<file path="config.mk">
export PLATFORM = sky130hd
export DESIGN_NAME = ddr3_init_seq_flat
export DESIGN_NICKNAME = d
export VERILOG_FILES = /design/src/rtl/ddr3_init_seq_pkg.sv /design/src/rtl/ddr3_init_seq_if.sv /design/src/rtl/ddr3_delay_cnt.sv /design/src/rtl/ddr3_init_seq.sv /design/src/flat_wrapper.sv
export SDC_FILE = /design/constraint.sdc
export NUM_CORES = 1
export LEC_CHECK = 0
export ABC_AREA = 1
export CAP_MARGIN = 20
export CORE_ASPECT_RATIO = 1.4
export CORE_MARGIN = 2
export CORE_UTILIZATION = 38
export CTS_CLUSTER_SIZE = 10
export DETAILED_ROUTE_END_ITERATION = 7
export PLACE_DENSITY = 0.69
export SETUP_SLACK_MARGIN = 0.1
export SLEW_MARGIN = 20
export SYNTH_ARGS = -nofsm -noshare
export SYNTH_HDL_FRONTEND = slang
export SYNTH_SLANG_ARGS = --single-unit
</file>
<file path="constraint.sdc">
create_clock -name cpu_clk -period 2.07 [get_ports cpu_clk]
set_clock_uncertainty 0.1 [all_clocks]
set_input_delay 0.3105 -clock cpu_clk [delete_from_list [all_inputs] [get_ports cpu_clk]]
set_output_delay 0.3105 -clock cpu_clk [all_outputs]
set_load 0.01 [all_outputs]
</file>
<file path="src/rtl/ddr3_init_seq_pkg.sv">
// Shared definitions for the DDR3 power-up / initialization sequencer:
// state encoding, command pin encodings, default timings and sizing helpers.
package ddr3_mem_pkg;

  // Sequencer states, in the order the power-up sequence walks them.
  typedef enum logic [3:0] {
    ST_IDLE     = 4'd0,
    ST_RST_HOLD = 4'd1,
    ST_CKE_WAIT = 4'd2,
    ST_XPR_WAIT = 4'd3,
    ST_MRS2     = 4'd4,
    ST_MRS3     = 4'd5,
    ST_MRS1     = 4'd6,
    ST_MRS0     = 4'd7,
    ST_ZQCL     = 4'd8,
    ST_DONE     = 4'd9
  } state_e;

  // Command pin encodings {cs_n, ras_n, cas_n, we_n}.
  localparam logic [3:0] CMD_DES  = 4'b1111;
  localparam logic [3:0] CMD_NOP  = 4'b0111;
  localparam logic [3:0] CMD_MRS  = 4'b0000;
  localparam logic [3:0] CMD_ZQCL = 4'b0110;

  // ZQCL is a ZQ calibration with A10 high (long calibration).
  localparam logic [14:0] ZQCL_ADDR = 15'h0400;

  // Default timings in controller clock cycles.
  localparam int DEF_T_RST    = 200;
  localparam int DEF_T_CKE    = 500;
  localparam int DEF_T_XPR    = 5;
  localparam int DEF_T_MRD    = 4;
  localparam int DEF_T_MOD    = 12;
  localparam int DEF_T_ZQINIT = 512;

  // Larger of two integers, used to size the shared delay counter.
  function automatic int max_of(input int a, input int b);
    if (a > b) begin
      return a;
    end else begin
      return b;
    end
  endfunction

  // Counter width able to hold (maxv - 1); never narrower than one bit.
  function automatic int cnt_width(input int maxv);
    int w;
    w = $clog2(maxv);
    if (w < 1) begin
      w = 1;
    end else begin
      w = w;
    end
    return w;
  endfunction

endpackage

</file>
<file path="src/rtl/ddr3_init_seq_if.sv">
// Control handshake and DDR3 command pins between the init sequencer
// (master) and the controller / memory side (slave).
interface ddr3_init_seq_if;
  import ddr3_mem_pkg::*;

  logic        start;
  logic        mem_reset_n;
  logic        cke;
  logic [3:0]  cmd;
  logic [2:0]  ba;
  logic [14:0] addr;
  logic        busy;
  logic        init_done;

  modport master (
    input  start,
    output mem_reset_n, cke, cmd, ba, addr, busy, init_done
  );

  modport slave (
    output start,
    input  mem_reset_n, cke, cmd, ba, addr, busy, init_done
  );

endinterface

</file>
<file path="src/rtl/ddr3_delay_cnt.sv">
// Loadable down-counter that times each sequencer state. It stops at zero
// and reports both its value and a zero flag.
module ddr3_delay_cnt #(
  parameter int W = 4
) (
  input  logic         clk,
  input  logic         rst,
  input  logic         i_load,
  input  logic [W-1:0] i_load_val,
  output logic [W-1:0] o_value,
  output logic         o_zero
);

  logic [W-1:0] r_cnt;

  // Load on state entry, otherwise count down and hold at zero.
  always_ff @(posedge clk or posedge rst) begin
    if (rst) begin
      r_cnt <= '0;
    end else if (i_load) begin
      r_cnt <= i_load_val;
    end else if (r_cnt != '0) begin
      r_cnt <= r_cnt - W'(1);
    end else begin
      r_cnt <= r_cnt;
    end
  end

  assign o_value = r_cnt;
  assign o_zero  = (r_cnt == '0);

endmodule

</file>
<file path="src/rtl/ddr3_init_seq.sv">
// DDR3 power-up and initialization sequencer. Walks RESET# hold, CKE wait,
// tXPR, MR2/MR3/MR1/MR0 programming and ZQCL, then raises init_done.
// All pin outputs are registered from the next-state decode so each state's
// pin values appear on its first cycle with no path from start to a pin.
module ddr3_init_seq
  import ddr3_mem_pkg::*;
#(
  parameter int          T_RST    = DEF_T_RST,
  parameter int          T_CKE    = DEF_T_CKE,
  parameter int          T_XPR    = DEF_T_XPR,
  parameter int          T_MRD    = DEF_T_MRD,
  parameter int          T_MOD    = DEF_T_MOD,
  parameter int          T_ZQINIT = DEF_T_ZQINIT,
  parameter logic [14:0] MR0_VAL  = 15'h0000,
  parameter logic [14:0] MR1_VAL  = 15'h0000,
  parameter logic [14:0] MR2_VAL  = 15'h0000,
  parameter logic [14:0] MR3_VAL  = 15'h0000
) (
  input  logic               cpu_clk,
  input  logic               RESET,
  ddr3_init_seq_if.master    bus
);

  localparam int T_MAX = max_of(max_of(max_of(T_RST, T_CKE), max_of(T_XPR, T_MRD)),
                                max_of(T_MOD, T_ZQINIT));
  localparam int CW    = cnt_width(T_MAX);

  state_e      r_state;
  state_e      w_next;
  logic        w_load;
  logic [CW-1:0] w_load_val;
  logic [CW-1:0] w_cnt;
  logic        w_zero;
  logic        w_expire;

  logic        w_mem_reset_n;
  logic        w_cke;
  logic [3:0]  w_cmd;
  logic [2:0]  w_ba;
  logic [14:0] w_addr;
  logic        w_busy;
  logic        w_done;

  logic        r_mem_reset_n;
  logic        r_cke;
  logic [3:0]  r_cmd;
  logic [2:0]  r_ba;
  logic [14:0] r_addr;
  logic        r_busy;
  logic        r_done;

  // Counter preload for a state: its duration minus one.
  function automatic logic [CW-1:0] dur_of(input state_e s);
    case (s)
      ST_RST_HOLD: return CW'(T_RST - 1);
      ST_CKE_WAIT: return CW'(T_CKE - 1);
      ST_XPR_WAIT: return CW'(T_XPR - 1);
      ST_MRS2:     return CW'(T_MRD - 1);
      ST_MRS3:     return CW'(T_MRD - 1);
      ST_MRS1:     return CW'(T_MRD - 1);
      ST_MRS0:     return CW'(T_MOD - 1);
      ST_ZQCL:     return CW'(T_ZQINIT - 1);
      default:     return '0;
    endcase
  endfunction

  ddr3_delay_cnt #(
    .W (CW)
  ) u_delay_cnt (
    .clk        (cpu_clk),
    .rst        (RESET),
    .i_load     (w_load),
    .i_load_val (w_load_val),
    .o_value    (w_cnt),
    .o_zero     (w_zero)
  );

  // Flag and value must agree before a timed window may close, so a single
  // corrupted flag cannot shorten a memory timing.
  assign w_expire = w_zero && (w_cnt == '0);

  // State register.
  always_ff @(posedge cpu_clk or posedge RESET) begin
    if (RESET) begin
      r_state <= ST_IDLE;
    end else begin
      r_state <= w_next;
    end
  end

  // Next-state decode and counter preload on every state change.
  always_comb begin
    w_next = r_state;
    case (r_state)
      ST_IDLE, ST_DONE: begin
        if (bus.start) w_next = ST_RST_HOLD;
        else           w_next = r_state;
      end
      ST_RST_HOLD: begin
        if (w_expire) w_next = ST_CKE_WAIT;
        else          w_next = r_state;
      end
      ST_CKE_WAIT: begin
        if (w_expire) w_next = ST_XPR_WAIT;
        else          w_next = r_state;
      end
      ST_XPR_WAIT: begin
        if (w_expire) w_next = ST_MRS2;
        else          w_next = r_state;
      end
      ST_MRS2: begin
        if (w_expire) w_next = ST_MRS3;
        else          w_next = r_state;
      end
      ST_MRS3: begin
        if (w_expire) w_next = ST_MRS1;
        else          w_next = r_state;
      end
      ST_MRS1: begin
        if (w_expire) w_next = ST_MRS0;
        else          w_next = r_state;
      end
      ST_MRS0: begin
        if (w_expire) w_next = ST_ZQCL;
        else          w_next = r_state;
      end
      ST_ZQCL: begin
        if (w_expire) w_next = ST_DONE;
        else          w_next = r_state;
      end
      default: w_next = ST_IDLE;
    endcase
    w_load     = (w_next != r_state);
    w_load_val = dur_of(w_next);
  end

  // Pin values for the state being entered; commands only on its first cycle.
  always_comb begin
    w_mem_reset_n = 1'b1;
    w_cke         = 1'b1;
    w_cmd         = CMD_NOP;
    w_ba          = 3'd0;
    w_addr        = 15'd0;
    w_busy        = 1'b1;
    w_done        = 1'b0;
    case (w_next)
      ST_IDLE: begin
        w_mem_reset_n = 1'b0;
        w_cke         = 1'b0;
        w_cmd         = CMD_DES;
        w_busy        = 1'b0;
      end
      ST_RST_HOLD: begin
        w_mem_reset_n = 1'b0;
        w_cke         = 1'b0;
      end
      ST_CKE_WAIT: begin
        w_cke = 1'b0;
      end
      ST_XPR_WAIT: begin
        w_cmd = CMD_NOP;
      end
      ST_MRS2: begin
        if (w_load) begin
          w_cmd = CMD_MRS; w_ba = 3'd2; w_addr = MR2_VAL;
        end else begin
          w_cmd = CMD_NOP;
        end
      end
      ST_MRS3: begin
        if (w_load) begin
          w_cmd = CMD_MRS; w_ba = 3'd3; w_addr = MR3_VAL;
        end else begin
          w_cmd = CMD_NOP;
        end
      end
      ST_MRS1: begin
        if (w_load) begin
          w_cmd = CMD_MRS; w_ba = 3'd1; w_addr = MR1_VAL;
        end else begin
          w_cmd = CMD_NOP;
        end
      end
      ST_MRS0: begin
        if (w_load) begin
          w_cmd = CMD_MRS; w_ba = 3'd0; w_addr = MR0_VAL;
        end else begin
          w_cmd = CMD_NOP;
        end
      end
      ST_ZQCL: begin
        if (w_load) begin
          w_cmd = CMD_ZQCL; w_addr = ZQCL_ADDR;
        end else begin
          w_cmd = CMD_NOP;
        end
      end
      ST_DONE: begin
        w_busy = 1'b0;
        w_done = 1'b1;
      end
      default: begin
        w_mem_reset_n = 1'b0;
        w_cke         = 1'b0;
        w_cmd         = CMD_DES;
        w_busy        = 1'b0;
      end
    endcase
  end

  // Output registers; reset parks the pins in the safe deselected state.
  always_ff @(posedge cpu_clk or posedge RESET) begin
    if (RESET) begin
      r_mem_reset_n <= 1'b0;
      r_cke         <= 1'b0;
      r_cmd         <= CMD_DES;
      r_ba          <= 3'd0;
      r_addr        <= 15'd0;
      r_busy        <= 1'b0;
      r_done        <= 1'b0;
    end else begin
      r_mem_reset_n <= w_mem_reset_n;
      r_cke         <= w_cke;
      r_cmd         <= w_cmd;
      r_ba          <= w_ba;
      r_addr        <= w_addr;
      r_busy        <= w_busy;
      r_done        <= w_done;
    end
  end

  assign bus.mem_reset_n = r_mem_reset_n;
  assign bus.cke         = r_cke;
  assign bus.cmd         = r_cmd;
  assign bus.ba          = r_ba;
  assign bus.addr        = r_addr;
  assign bus.busy        = r_busy;
  assign bus.init_done   = r_done;

endmodule

</file>
<file path="src/flat_wrapper.sv">
// flat-port wrapper written by rule: the top's interface ports become plain ports
module ddr3_init_seq_flat import ddr3_mem_pkg::*;
#(
  parameter int          T_RST    = DEF_T_RST,
  parameter int          T_CKE    = DEF_T_CKE,
  parameter int          T_XPR    = DEF_T_XPR,
  parameter int          T_MRD    = DEF_T_MRD,
  parameter int          T_MOD    = DEF_T_MOD,
  parameter int          T_ZQINIT = DEF_T_ZQINIT,
  parameter logic [14:0] MR0_VAL  = 15'h0000,
  parameter logic [14:0] MR1_VAL  = 15'h0000,
  parameter logic [14:0] MR2_VAL  = 15'h0000,
  parameter logic [14:0] MR3_VAL  = 15'h0000
)
  (cpu_clk, RESET, bus_start, bus_mem_reset_n, bus_cke, bus_cmd, bus_ba, bus_addr, bus_busy, bus_init_done);
  ddr3_init_seq_if bus_i ();
  input  logic cpu_clk;
  input  logic RESET;
  input wire logic [$bits(bus_i.start)-1:0] bus_start;
  output wire logic [$bits(bus_i.mem_reset_n)-1:0] bus_mem_reset_n;
  output wire logic [$bits(bus_i.cke)-1:0] bus_cke;
  output wire logic [$bits(bus_i.cmd)-1:0] bus_cmd;
  output wire logic [$bits(bus_i.ba)-1:0] bus_ba;
  output wire logic [$bits(bus_i.addr)-1:0] bus_addr;
  output wire logic [$bits(bus_i.busy)-1:0] bus_busy;
  output wire logic [$bits(bus_i.init_done)-1:0] bus_init_done;
  assign bus_i.start = bus_start;
  assign bus_mem_reset_n = bus_i.mem_reset_n;
  assign bus_cke = bus_i.cke;
  assign bus_cmd = bus_i.cmd;
  assign bus_ba = bus_i.ba;
  assign bus_addr = bus_i.addr;
  assign bus_busy = bus_i.busy;
  assign bus_init_done = bus_i.init_done;
  ddr3_init_seq #(.T_RST(T_RST), .T_CKE(T_CKE), .T_XPR(T_XPR), .T_MRD(T_MRD), .T_MOD(T_MOD), .T_ZQINIT(T_ZQINIT), .MR0_VAL(MR0_VAL), .MR1_VAL(MR1_VAL), .MR2_VAL(MR2_VAL), .MR3_VAL(MR3_VAL)) u_core (.cpu_clk(cpu_clk), .RESET(RESET), .bus(bus_i));
endmodule
</file>
* After elaboration in Yosys (flattened, before gate mapping)
Memories as Yosys holds them, arrays and structs flattened.
Cells that the tools add are included.
** Operators by class
- Add/subtract/negate cells :: 1
- Eq/ne operators :: 19
- Multiplexer cells :: 25
- Reductions and logical operators :: 10
** Operators by type and width (count)
- $mux W4 :: 9
- $pmux W4 S9 :: 1
- $eq A4 B3 Y1 const B :: 8
- $mux W9 :: 2
- $eq A4 B2 Y1 const B :: 4
- $eq A4 B4 Y1 const B :: 4
- $reduce_or A8 Y1 :: 2
- $mux W15 :: 1
- $pmux W4 S3 :: 1
- $mux W11 :: 1
- $logic_not A9 Y1 :: 1
- $pmux W3 S3 :: 1
- $reduce_bool A9 Y1 :: 1
- $sub A9 B1 Y9 const B :: 1
- $eq A4 B1 Y1 const B :: 2
- $reduce_or A4 Y1 :: 2
- $reduce_or A7 Y1 :: 1
- $mux W1 :: 6
- $logic_not A4 Y1 :: 1
- $mux W2 :: 2
- $ne A4 B4 Y1 :: 1
- $mux W3 :: 1
- $reduce_bool A2 Y1 :: 1
- $reduce_or A2 Y1 :: 1
** Word-level totals
- Register bits :: 39
- Bits in read-only memories :: 144
- Input port bits :: 3
- Output and inout bits :: 26
- Logic and storage cells :: 65
- Memories :: 1
** Memory list
- (no name shown) :: depth 16, bits a word 9, rd ports 1, clocked after Yosys merged registers in 0, wr ports 0, RTL line ddr3_init_seq.sv:54 : case (s)

* Depth between registers and ports, before layout
Gate-level depths: netlist of the first run.
- Depth in word-level cells :: 6
- Gate-level depth with buffers :: 18
- Mapped depth without buffers :: 18

* Cells and area by module
From an unflattened synthesis of the first run, not the netlist that was laid out.
** Second synthesis, totals
- Cells, all modules :: 222
- Area, all modules :: 1635.3 µm²
** By module, submodules not included
- ddr3_init_seq :: times used 1, cells each 143, area an instance 1067.3 µm², sequential area each 354.1 µm²
- ddr3_delay_cnt :: times used 1, cells each 79, area an instance 568.0 µm², sequential area each 225.2 µm²

* Worst setup path after synthesis of the first run
OpenSTA, ideal clock, no wires.
- Path kind :: reg2reg
- From :: reg u_core.u_delay_cnt.r_cnt[0], in the netlist u_core.u_delay_cnt.o_value[0]
- To :: reg u_core.r_ba[0], in the netlist u_core.bus.ba[0]
- Library setup time :: 0.117 ns
- Arrival :: 2.054 ns
- Data required time :: 1.853 ns
- Slack :: -0.201 ns
- Stages on the path, launching flop included :: 15
- Buffers on the path :: 0
- Period minus slack after synthesis :: 2.271 ns
- Cell sequence :: dfrtp_1 -> inv_1 -> ha_1 -> nand2_1 -> nor2_2 -> nand2_4 -> nand2_1 -> nand2_2 -> nand3_2 -> inv_1 -> ha_1 -> o31ai_1 -> inv_1 -> nand2_1 -> nor2_1
** Between the ends
- Cells in the longest elaborated chain, start to end :: 6
- Elaborated cells between the ends (all ways) :: 17
- Those cells by class :: eq/ne (4); mux (12); reduce/logical (1)
** Ends and longest elaborated chain
- from (decl) :: RTL line ddr3_delay_cnt.sv:14 : logic [W-1:0] r_cnt;
- from (signal assigned) :: RTL line ddr3_delay_cnt.sv:21 : r_cnt <= i_load_val;
- from (signal assigned) :: RTL line ddr3_delay_cnt.sv:23 : r_cnt <= r_cnt - W'(1);
- from (signal assigned) :: RTL line ddr3_delay_cnt.sv:25 : r_cnt <= r_cnt;
- $logic_not A9 Y1 (*) :: RTL line ddr3_delay_cnt.sv:30, ddr3_init_seq.sv:80
- $mux W4 (tied with other cells) :: RTL line ddr3_init_seq.sv:128 : if (w_expire) w_next = ST_DONE;
- $pmux W4 S9 (*) :: RTL line ddr3_init_seq.sv:94 : case (r_state)
- net u_core.w_next[0] :: RTL line ddr3_init_seq.sv:29 : state_e w_next;
- $ne A4 B4 Y1 :: RTL line ddr3_init_seq.sv:133 : w_load = (w_next != r_state);
- $mux W1 or $mux W2 (tied branches) :: RTL line ddr3_init_seq.sv:178, ddr3_init_seq.sv:171
- $pmux W3 S3 (*) :: RTL line ddr3_init_seq.sv:146 : case (w_next)
- net u_core.w_ba[0] :: RTL line ddr3_init_seq.sv:39 : logic [2:0] w_ba;
- to (signal assigned) :: RTL line ddr3_init_seq.sv:225 : r_ba <= w_ba;
- to (decl) :: RTL line ddr3_init_seq.sv:47 : logic [2:0] r_ba;
Mark *: on every way through the listed nets, which the timed path passes. The rest lies on a longest branch.
A chain may end at the register's enable or synchronous reset.

* Worst setup path in the final report of the first run
- From :: reg u_core.u_delay_cnt.r_cnt[0], in the netlist u_core.u_delay_cnt.o_value[0]
- To :: reg u_core.u_delay_cnt.r_cnt[1], in the netlist u_core.u_delay_cnt.o_value[1]
** Between the ends
- Cells in the longest elaborated chain, start to end :: 5
- Elaborated cells between the ends (all ways) :: 17
- Those cells by class :: add/sub (1); eq/ne (1); mux (11); reduce/logical (3); memory (1)
** Ends and longest elaborated chain (RTL line)
- $logic_not A9 Y1 (*) :: ddr3_delay_cnt.sv:30, ddr3_init_seq.sv:80
- $mux W4 (tied with other cells) :: ddr3_init_seq.sv:128
- $pmux W4 S9 (*) :: ddr3_init_seq.sv:94
- net u_core.w_next[0] :: ddr3_init_seq.sv:29
- $mem_v2 Z16 W9 or $ne A4 B4 Y1 (tied branches)
- $mux W9 or $reduce_bool A2 Y1 (tied branches)
Mark *: on every way through the listed nets, which the timed path passes. The rest lies on a longest branch. The select of a mux whose other input is x is not followed.

==> results of run 1 <==
## routing by layer
layer / share of wire (%) / wire length [um] / track usage [%]
met2: 57 / 2200 / 30.8
met1: 36 / 1370 / 17.5
met5: 0 / 0 / 0
met3: 4.8 / 186 / 3.46
met4: 2.0 / 78 / 6.14
## final cells by class
class | count | area (um^2) | area share, %
clock buffer | 3 | 41.3 | 1.82
clock inverter | 1 | 5.00 | 0.221
inverter | 28 | 108 | 4.74
multi-input combinational | 155 | 1030 | 45.4
sequential | 23 | 579 | 25.5
tap | 45 | 56.3 | 2.48
timing repair buffer | 53 | 450 | 19.8
## registers in the layout (all words and copies together) (netlist names)
| signal | cells |
|---|---|
| u_core.u_delay_cnt.o_value | 9 |
| u_core.r_state | 4 |
| u_core.bus.cmd | 3 |
| u_core.bus.ba | 2 |
| u_core.bus.addr | 1 |
| u_core.bus.busy | 1 |
| u_core.bus.cke | 1 |
| u_core.bus.init_done | 1 |
| u_core.bus.mem_reset_n | 1 |
## logic make-up (layout without fill, tap and decap cells)
group                    count (synthesis)  count (layout)  synth area share [%]
AND/OR/NAND/NOR                        107             107                  33.8
buffers and inverters                   47              85                  15.4
AO/OA/AOI/OAI                           24              24                  9.02
flip-flops                              23              23                  35.4
adder cells (fa/ha/maj)                  6               6                  4.59
XOR/XNOR                                 3               3                  1.61
other                                    1              15                 0.229
## what timing repair did
item | in CTS | in global routing
endpoints found under the setup margin | 17 | 18
buffers inserted | 4 | 5
pin swaps | 18 | 12
gates resized for setup | 16 | 13
## cell usage in the layout, fill, tap and decap left out, drive strengths merged
cell type and n:
buf 40, ha 6, nand3 23, a21oi 9, nand4 10, nor2 27
xor2 3, nand2 46, dfstp 3, dfrtp 20, clkdlybuf4s50 13, clkinv 1
nand3b 1, a21bo 1, o31ai 2, a31oi 2, clkbuf 3, o21ai 10
inv 28, conb 15
## power breakdown
group / internal (mW) / total (mW) / leakage [nW] / switching (mW)
clock network: 0.135 / 0.291 / 0.0255 / 0.156
registers: 0.609 / 0.711 / 0.286 / 0.102
logic: 1.06 / 2.24 / 0.843 / 1.18
total: 1.81 / 3.24 / 1.15 / 1.44
## worst min path at each step
stage / to / slack, ps
final: u_core.bus.init_done$_DFF_PP0_ / 200
after floorplan: u_core.bus.addr[10]$_DFF_PP0_ / 210
after CTS: u_core.bus.mem_reset_n$_DFF_PP0_ / 220
after global routing: u_core.bus.busy$_DFF_PP0_ / 250
after detailed placement: u_core.u_delay_cnt.o_value[0]$_DFFE_PP0P_ / 490
after global placement: u_core.u_delay_cnt.o_value[0]$_DFFE_PP0P_ / 490
==> results.json, run 1 <==
{
  "synth_top_area_cell": "dfrtp_1",
  "rows": 28,
  "place_area_um2": 2050,
  "hold_ws_ps": 199,
  "fin_util_pct": 54.4,
  "crit_slowest_cell": "dfrtp_1",
  "dp_slack_ps": -163,
  "async_flop_share_pct": 100,
  "hold_path.class": "in -> async",
  "stdcell_count": 308,
  "crit_end": "u_core.u_delay_cnt.o_value[1]$_DFFE_PP0P_",
  "ff2ff_setup_slack_ps": -90,
  "fin_total_pwr_mw": 3.24,
  "grt_start_max_net_pins": 15,
  "period_needed_ps": 2160,
  "fin_crit_sh_pct": 104,
  "worst_ep_arrival_time_ps": 2240,
  "status": "finished with violations",
  "drtAntennaViolNets": 0,
  "yosysMostFrequentCell": "nand2_1",
  "r2r_start": "u_core.u_delay_cnt.o_value[0]$_DFFE_PP0P_",
  "worst_setup_path_end_kind": "flip-flop",
  "pin_count": 29,
  "placedCellCount": 295,
  "maxSlewViolCount": 0,
  "grt_usage_pct": 16.4,
  "ys_seq_area_share_pct": 35.4,
  "crit_chain": "inv_2, ha_4, nand2_2, nor2_4, nand2_4, nand2_2, nand2_4, nand3_4, inv_4, ha_4, inv_2, nand4_1, nand2_1, nand2_1, nand2_2, nand2_1, nand2_1, inv_1",
  "vias": 1510,
  "slowest_delay_ps": 410,
  "ys_types": 27,
  "die_area_um2": 4860,
  "tns_ps": -313,
  "path_clk_slew_ps": 90,
  "hold_buffers": 0,
  "drt_pass1_iterations": 4,
  "grt_pass1_wl_um": 6070,
  "root_buffer": "clkbuf_8",
  "cts_made_buffers": 3,
  "clock_latency_ps": 280,
  "avgSynthCellArea_um2": 7.76,
  "final_layout_size_suffix_gt1_share_pct": 39.2,
  "initial_core_util_pct": 39.3,
  "r2r_end": "u_core.u_delay_cnt.o_value[1]$_DFFE_PP0P_",
  "r2r_cells": 18,
  "place_hpwl_um": 2980,
  "yosys_most_used_dff": "dfrtp_1",
  "path_delay_family": "simple AND/OR/NAND/NOR gates",
  "numClockSinks": 23,
  "die_h_um": 81.7,
  "final_area_um2": 2270,
  "ys_top_cells_by_area": "dfrtp_1 (31%), buf_4 (8.3%), nand2_1 (8.3%)",
  "core-area_um2": 4170,
  "synth-seq-cells": 23,
  "final_hold_viol_count": 0,
  "leakage_nw": 1.15,
  "synth_edf_count": 0,
  "n_fill_cell": 388,
  "cp.required_ps": 2150,
  "drt-initial-drc-count": 51,
  "cpMostUsedCell": "nand2_1",
  "critPathKind": "reg -> reg",
  "nets": 273,
  "dieWidth_um": 59.5,
  "crit_path_start_kind": "flip-flop",
  "power_density_nw_per_um2": 1430,
  "antenna_found_initial": 0,
  "setup_viol": 6,
  "maxCapViolations": 0,
  "yosysWarnings": 0,
  "cts_max_level": 1,
  "viasPerCell": 4.90,
  "synth_top_cells_by_count": "nand2_1 (36), inv_1 (23), dfrtp_1 (20), nor2_1 (20)",
  "wl_per_cell_um": 12.5,
  "drt-total-wl_um": 3840,
  "place_congestion": 0.904,
  "overflow": 0,
  "cp.depth": 18,
  "rsz0062_at_grt": "yes",
  "cts_tree": "done",
  "synth_area_um2": 1640,
  "clk_path_buf_depth": 2,
  "fmaxAchievable_ghz": 0.463,
  "syn_inst": 211,
  "portBuffers": 13,
  "crit_start": "u_core.u_delay_cnt.o_value[0]$_DFFE_PP0P_",
  "critPathBufInv": 4,
  "antenna_cells": 0,
  "violations": "negative setup slack",
  "synth_top_area_share_pct": 30.6,
  "drcViolationCount": 0,
  "critPathMaxFanout": 4,
  "peakVddDrop_uv": 835,
  "grt_pass1_vias": 1426,
  "setup_ws_ps": -88.1,
  "syn2layout_area_growth_pct": 38.7
}
(Power assumes the default switching activity.)
==> inputs of run 2 (changes only) <==
--- a/config.mk
+++ b/config.mk
@@ -14,6 +14,7 @@
 export DETAILED_ROUTE_END_ITERATION = 7
 export PLACE_DENSITY = 0.69
 export SETUP_SLACK_MARGIN = 0.1
+export SKIP_CTS_REPAIR_TIMING = 1
 export SLEW_MARGIN = 20
 export SYNTH_ARGS = -nofsm -noshare
 export SYNTH_HDL_FRONTEND = slang
==> run 2 against run 1 <==
Power shrank 3.0%. Flip-flop and latch count is the same. Combinational power is 4% lower. Largest power group unchanged. Setup slack lost 23 ps. Design area shrank 1.2%. Cell count shrank 1.3%. Largest cell class unchanged. The flow still finishes with violations (negative setup slack). Maximum frequency is 1.1% lower.
==> results.json, run 2 (synthesis results as in run 1) <==
{
  "crit_slowest_cell": "dfrtp_1",
  "violations": "negative setup slack",
  "final_cell_mix": "nand2_1 (34), buf_4 (32), dfrtp_1 (20), nor2_1 (17), nand3_1 (17)",
  "power_frac_clock_pct": 9.3,
  "leakage_nw": 1.13,
  "p_switching_mw": 1.41,
  "p_seq_share_pct": 22.7,
  "fmaxAchievable_ghz": 0.458,
  "rows": 28,
  "place_area_um2": 2050,
  "period_needed_ps": 2180,
  "pin_count": 29,
  "drtAntennaViolNets": 0,
  "initial_core_util_pct": 39.3,
  "dieWidth_um": 59.5,
  "portBuffers": 13,
  "cts_tree": "done",
  "grt_usage_pct": 16.1,
  "die_h_um": 81.7,
  "hold_path.class": "in -> async",
  "critPathKind": "reg -> reg",
  "syn2layout_area_growth_pct": 37.1,
  "drt_pass1_iterations": 4,
  "grt_start_max_net_pins": 15,
  "maxSlewViolCount": 0,
  "wl_per_cell_um": 12.9,
  "viasPerCell": 4.91,
  "grt_pass1_wl_um": 5940,
  "rsz0062_at_grt": "yes",
  "mostFrequentLayoutCell": "nand2_1",
  "drcViolationCount": 0,
  "clk_path_buf_depth": 2,
  "cts_max_level": 1,
  "antenna_cells": 0,
  "numClockSinks": 23,
  "final_layout_size_suffix_gt1_share_pct": 39.4,
  "nets": 269,
  "final_area_um2": 2240,
  "cp.required_ps": 2150,
  "p_int_mw": 1.73,
  "switching_share_pct": 44.9,
  "worst_setup_path_end_kind": "flip-flop",
  "peakVddDrop_uv": 865,
  "setup_viol": 13,
  "status": "finished with violations",
  "path_clk_slew_ps": 90,
  "clock_latency_ps": 270,
  "place_congestion": 0.904,
  "stdcell_count": 304,
  "hold_ws_ps": 197,
  "critPathMaxFanout": 4,
  "die_area_um2": 4860,
  "largest_reg_flops": 9,
  "core-area_um2": 4170,
  "crit_chain": "inv_2, ha_4, nand2_1, nor2_2, nand2_4, nand2_2, nand2_2, nand3_4, inv_4, ha_4, inv_2, nand4_1, nand2_1, nand2_1, nand2_2, nand2_1, nand2_1, inv_1",
  "seq_area_um2": 579,
  "maxCapViolations": 0,
  "slowest_delay_ps": 400,
  "grt_pass1_vias": 1396,
  "fin_crit_sh_pct": 105,
  "cpMostUsedCell": "nand2_1",
  "drt-initial-drc-count": 29,
  "place_hpwl_um": 2980,
  "root_buffer": "clkbuf_8",
  "n_fill_cell": 393,
  "power_density_nw_per_um2": 1400,
  "fin_total_pwr_mw": 3.14,
  "final_hold_viol_count": 0,
  "placedCellCount": 295,
  "vias": 1494,
  "cts_made_buffers": 3,
  "drt-total-wl_um": 3910,
  "worst_ep_arrival_time_ps": 2260,
  "combPwrFrac_pct": 68.0,
  "crit_path_start_kind": "flip-flop",
  "setup_ws_ps": -111,
  "overflow": 0,
  "antenna_found_initial": 0,
  "multiInputGateArea_um2": 1020
}
## run 2: worst max-delay path: cells and delay by family, from the launching register on
family / cells / cell delay [ps]
DFF: 1 / 400
buffers and inverters: 4 / 230
adders and majority gates: 2 / 370
and+or+nand+nor: 12 / 970
## run 2: per-layer routing
layer  part of all wire [%]  track usage (%)  wire length (um)  up-vias
met5                      0                0                 0        -
met4                    1.8             5.45                70        0
met3                    2.9             2.83               114       10
met2                     58             30.8              2290       32
met1                     37             17.3              1440      700
li1                       -                -                 -      752
## run 2: worst paths after layout
kind | start | end | slack [ps] | cells past startpoint
hold reg to reg | u_core.u_delay_cnt.o_value[8]$_DFFE_PP0P_ | u_core.u_delay_cnt.o_value[8]$_DFFE_PP0P_ | 580 | 3
min in group cpu_clk | u_core.u_delay_cnt.o_value[8]$_DFFE_PP0P_ | u_core.u_delay_cnt.o_value[8]$_DFFE_PP0P_ | 580 | 3
max in group asynchronous | RESET | u_core.u_delay_cnt.o_value[7]$_DFFE_PP0P_ | 1150 | 3
setup reg to reg | u_core.u_delay_cnt.o_value[0]$_DFFE_PP0P_ | u_core.u_delay_cnt.o_value[1]$_DFFE_PP0P_ | -110 | 18
setup / recovery | u_core.u_delay_cnt.o_value[0]$_DFFE_PP0P_ | u_core.u_delay_cnt.o_value[1]$_DFFE_PP0P_ | -110 | 18
hold / removal | RESET | u_core.bus.init_done$_DFF_PP0_ | 200 | 2
## run 2: power by group through the flow
stage / Combinational [mW] / Sequential [mW] / Clock (mW)
2_1_floorplan: 1.29 / 0.711 / 0
4_1_cts: 1.88 / 0.710 / 0.295
3_3_place_gp: 1.83 / 0.719 / 0
3_5_place_dp: 1.87 / 0.719 / 0
5_1_grt: 2.38 / 0.728 / 0.316
6_report: 2.14 / 0.713 / 0.292
## run 2: final cells by class
| type | instances | area share, % |
|---|---|---|
| inverters | 28 | 5.02 |
| repair buffers | 49 | 18.9 |
| clock inverters | 1 | 0.223 |
| multi-input cells | 155 | 45.7 |
| flip-flops and latches | 23 | 25.8 |
| well taps | 45 | 2.51 |
| clock buffers | 3 | 1.84 |
## run 2: stage by stage
step / setup WS, ps / utilization (%) / TNS (ps)
after floorplan: 31.6 / - / 0
after global placement: -87.5 / 49.1 / -715
after detailed placement: -163 / 49.1 / -1650
after CTS: -95.2 / 50.2 / -415
after global routing: -250 / 53.8 / -2450
final: -111 / 53.8 / -630
==> inputs of run 3 (changes only) <==
--- a/config.mk
+++ b/config.mk
@@ -12,6 +12,7 @@
 export CORE_UTILIZATION = 38
 export CTS_CLUSTER_SIZE = 10
 export DETAILED_ROUTE_END_ITERATION = 7
+export HOLD_SLACK_MARGIN = 0.06
 export PLACE_DENSITY = 0.69
 export SETUP_SLACK_MARGIN = 0.1
 export SKIP_CTS_REPAIR_TIMING = 1
==> results of run 3 <==
Same layout as run 2: the final DEF is identical, and so are final timing and power.
==> patch (flow settings as in run 1) <==
Make the reset (`RESET` and `rst`) synchronous in 3 clocked blocks.
--- a/src/rtl/ddr3_delay_cnt.sv
+++ b/src/rtl/ddr3_delay_cnt.sv
@@ -14,7 +14,7 @@
   logic [W-1:0] r_cnt;
 
   // Load on state entry, otherwise count down and hold at zero.
-  always_ff @(posedge clk or posedge rst) begin
+  always_ff @(posedge clk) begin
     if (rst) begin
       r_cnt <= '0;
     end else if (i_load) begin
--- a/src/rtl/ddr3_init_seq.sv
+++ b/src/rtl/ddr3_init_seq.sv
@@ -80,7 +80,7 @@
   assign w_expire = w_zero && (w_cnt == '0);
 
   // State register.
-  always_ff @(posedge cpu_clk or posedge RESET) begin
+  always_ff @(posedge cpu_clk) begin
     if (RESET) begin
       r_state <= ST_IDLE;
     end else begin
@@ -209,7 +209,7 @@
   end
 
   // Output registers; reset parks the pins in the safe deselected state.
-  always_ff @(posedge cpu_clk or posedge RESET) begin
+  always_ff @(posedge cpu_clk) begin
     if (RESET) begin
       r_mem_reset_n <= 1'b0;
       r_cke         <= 1'b0;
Formal check against the unedited RTL: differs if RESET is asserted again (counterexample within 4 cycles, from zero or initial values and one cycle with RESET high); with RESET held inactive, the same outputs for 10 cycles.
==> patch against run 1 <==
The flow finishes with violations (design-rule violations, negative setup slack); power rose by 39%; clock power is 5% lower; wire length rose by 10%; via count is 8.7% higher; synthesized area down 2.9%; fmax fell by 2.5%; first-iteration DRC count shrank 49%; core utilization up 6.7 points; cell area grew 7.4%; sequential cell count did not move; critical path depth shrank 2; worst setup slack lost 56 ps; critical path type unchanged.
==> patch: results (changes against run 1) <==
- Fraction of registers with async set/reset: 0 (-1.00)
- DRT iter0 DRCs: 26 (-49%)
- Failing checks: design-rule violations, negative setup slack
- Synth cell count leaders: nand2_1 (55), dfxtp_1 (23), nor2_1 (21)
- Max FFs per register: 9 (unchanged)
- Distinct cells, synth: 32 (+19%)
- Post-synthesis sequential area ratio: 0.290 (-0.0642)
- Area after DPL: 2080 um^2 (+1.8%)
- Total Routing Usage GR: 0.176 (+0.0119)
- Top fanout value on the critical path: 4 (unchanged)
- Share of cells above drive strength 1: 0.458 (+0.0663)
- Switching Fraction: 0.469 (+0.0261)
- Num CTS Buffers: 3 (unchanged)
- Routed wl met2: 2.28 mm (+3.4%)
- Synth Warn #: 0 (unchanged)
- Drt via density: 4.83 (-1.5%)
- Largest net degree at the start of global routing: 14 (-1)
- DR pass1 iterations: 6 (+2)
- DP HPWL: 2.86 mm (-3.9%)
- CP max stage delay: 340 ps (-70 ps)
- Primary FF master, synth: dfxtp_1
- Pleak: 1.22 nW (+5.5%)
- Met3 Wirelength: 103 um (-45%)
- Slowest CP cell: dfxtp_2
- Root Driver: clkbuf_8
- Worst Hold Class: reg -> reg
- P per Cell Area: 1850 nW/um^2 (+30%)
- Final worst slack: -144 ps (-56.4 ps)
- Ant diodes: 0 (unchanged)
- Wl on met1: 1.75 mm (+28%)
- Port Buffer Count: 13 (unchanged)
- First-pass GRT wire length: 6.62 mm (+9.1%)
- Clk_lat worst skew: 260 ps (-20 ps)
- Setup TNS: -831 ps (-518 ps)
- Worst vdd ir: 1.42 mV (+70%)
- Antenna violations before repair: 0 (unchanged)
- Fillers: 312 (-20%)
- CP Data Arrival Time: 2280 ps (+40 ps)
- Clock slew at reported path FFs: 80 ps
- # setup viols final: 11 (+5)
- Largest cells by area after synthesis: dfxtp_1 (29%), nand2_1 (13%), buf_4 (8.0%)
- Highest metal used: met4
- Area leader, netlist: dfxtp_1
- Drt wl/cell: 12.4 um (about the same)
- Final net count: 307 (+12%)
- H-tree levels: 1 (unchanged)
- Clock buffer depth: 2 (unchanged)
- Status: finished with violations
- CP delay by family, top: simple AND/OR/NAND/NOR gates
- Remaining DRCs: 2 (+2)
- Placer congestion estimate: 0.860 (-4.9%)
[patch: kinds of logic (layout without fill, tap and decap cells)]
kind of cell    count (synthesis)  after routing  share of synthesized area
flops                          23             23                      0.290
fa+ha+maj                       6              6                     0.0472
compound gates                 17             17                     0.0614
buf+inv                        47            104                      0.161
xor+xnor                        8              8                     0.0441
other cells                     1             15                    0.00236
simple gates                  124            124                      0.394
[patch: power groups by stage]
stage	combinational, W	clock, W	sequential [W]
after floorplan	0.00180	0	0.000664
after global placement	0.00269	0	0.000669
after detailed placement	0.00273	0	0.000673
after CTS	0.00321	0.000283	0.000667
after global routing	0.00392	0.000299	0.000678
final	0.00357	0.000277	0.000668
[patch: per-stage QoR]
step                power [W]  std cells  setup WS, ps
global route          0.00489        340          -270
floorplan             0.00247        240          -143
detailed placement    0.00341        324          -288
CTS                   0.00416        338          -137
finish                0.00451        340          -144
global placement      0.00336        324          -278
[patch: layout make-up]
cell class / instances / share of cell area
multi-input cells: 170 / 0.473
repair buffers: 74 / 0.256
flip-flops and latches: 23 / 0.190
inverters: 26 / 0.0400
well taps: 43 / 0.0221
clock buffers: 3 / 0.0169
clock inverters: 1 / 0.00205
[patch: timing repair]
action,in CTS,in global routing
buffers inserted,10,3
resized for setup,37,19
endpoints found under the setup margin,19,19
pin swaps,14,19
[patch: final timing paths]
path	slack, ps	cells after the start	start	endpoint
min reg2reg	610	4	u_core.u_delay_cnt.o_value[0]	u_core.u_delay_cnt.o_value[3]
max	-140	16	u_core.u_delay_cnt.o_value[1]	u_core.bus.cmd[0]
min	610	4	u_core.u_delay_cnt.o_value[0]	u_core.u_delay_cnt.o_value[3]
max reg2reg	-140	16	u_core.u_delay_cnt.o_value[1]	u_core.bus.cmd[0]
[patch: metal layers]
metal,global-route usage,up-vias
met3,0.0193,14
met5,0,-
met2,0.342,39
met1,0.190,758
li1,-,831
met4,0.0636,0
[patch: tightest hold or removal path: cells and delay by family (launching register included)]
family                    cells  cell delay, ps
xor gates and xnor gates      1             140
DFF                           1             340
AOI/OAI and AO/OA             1              60
and+or+nand+nor               2             140
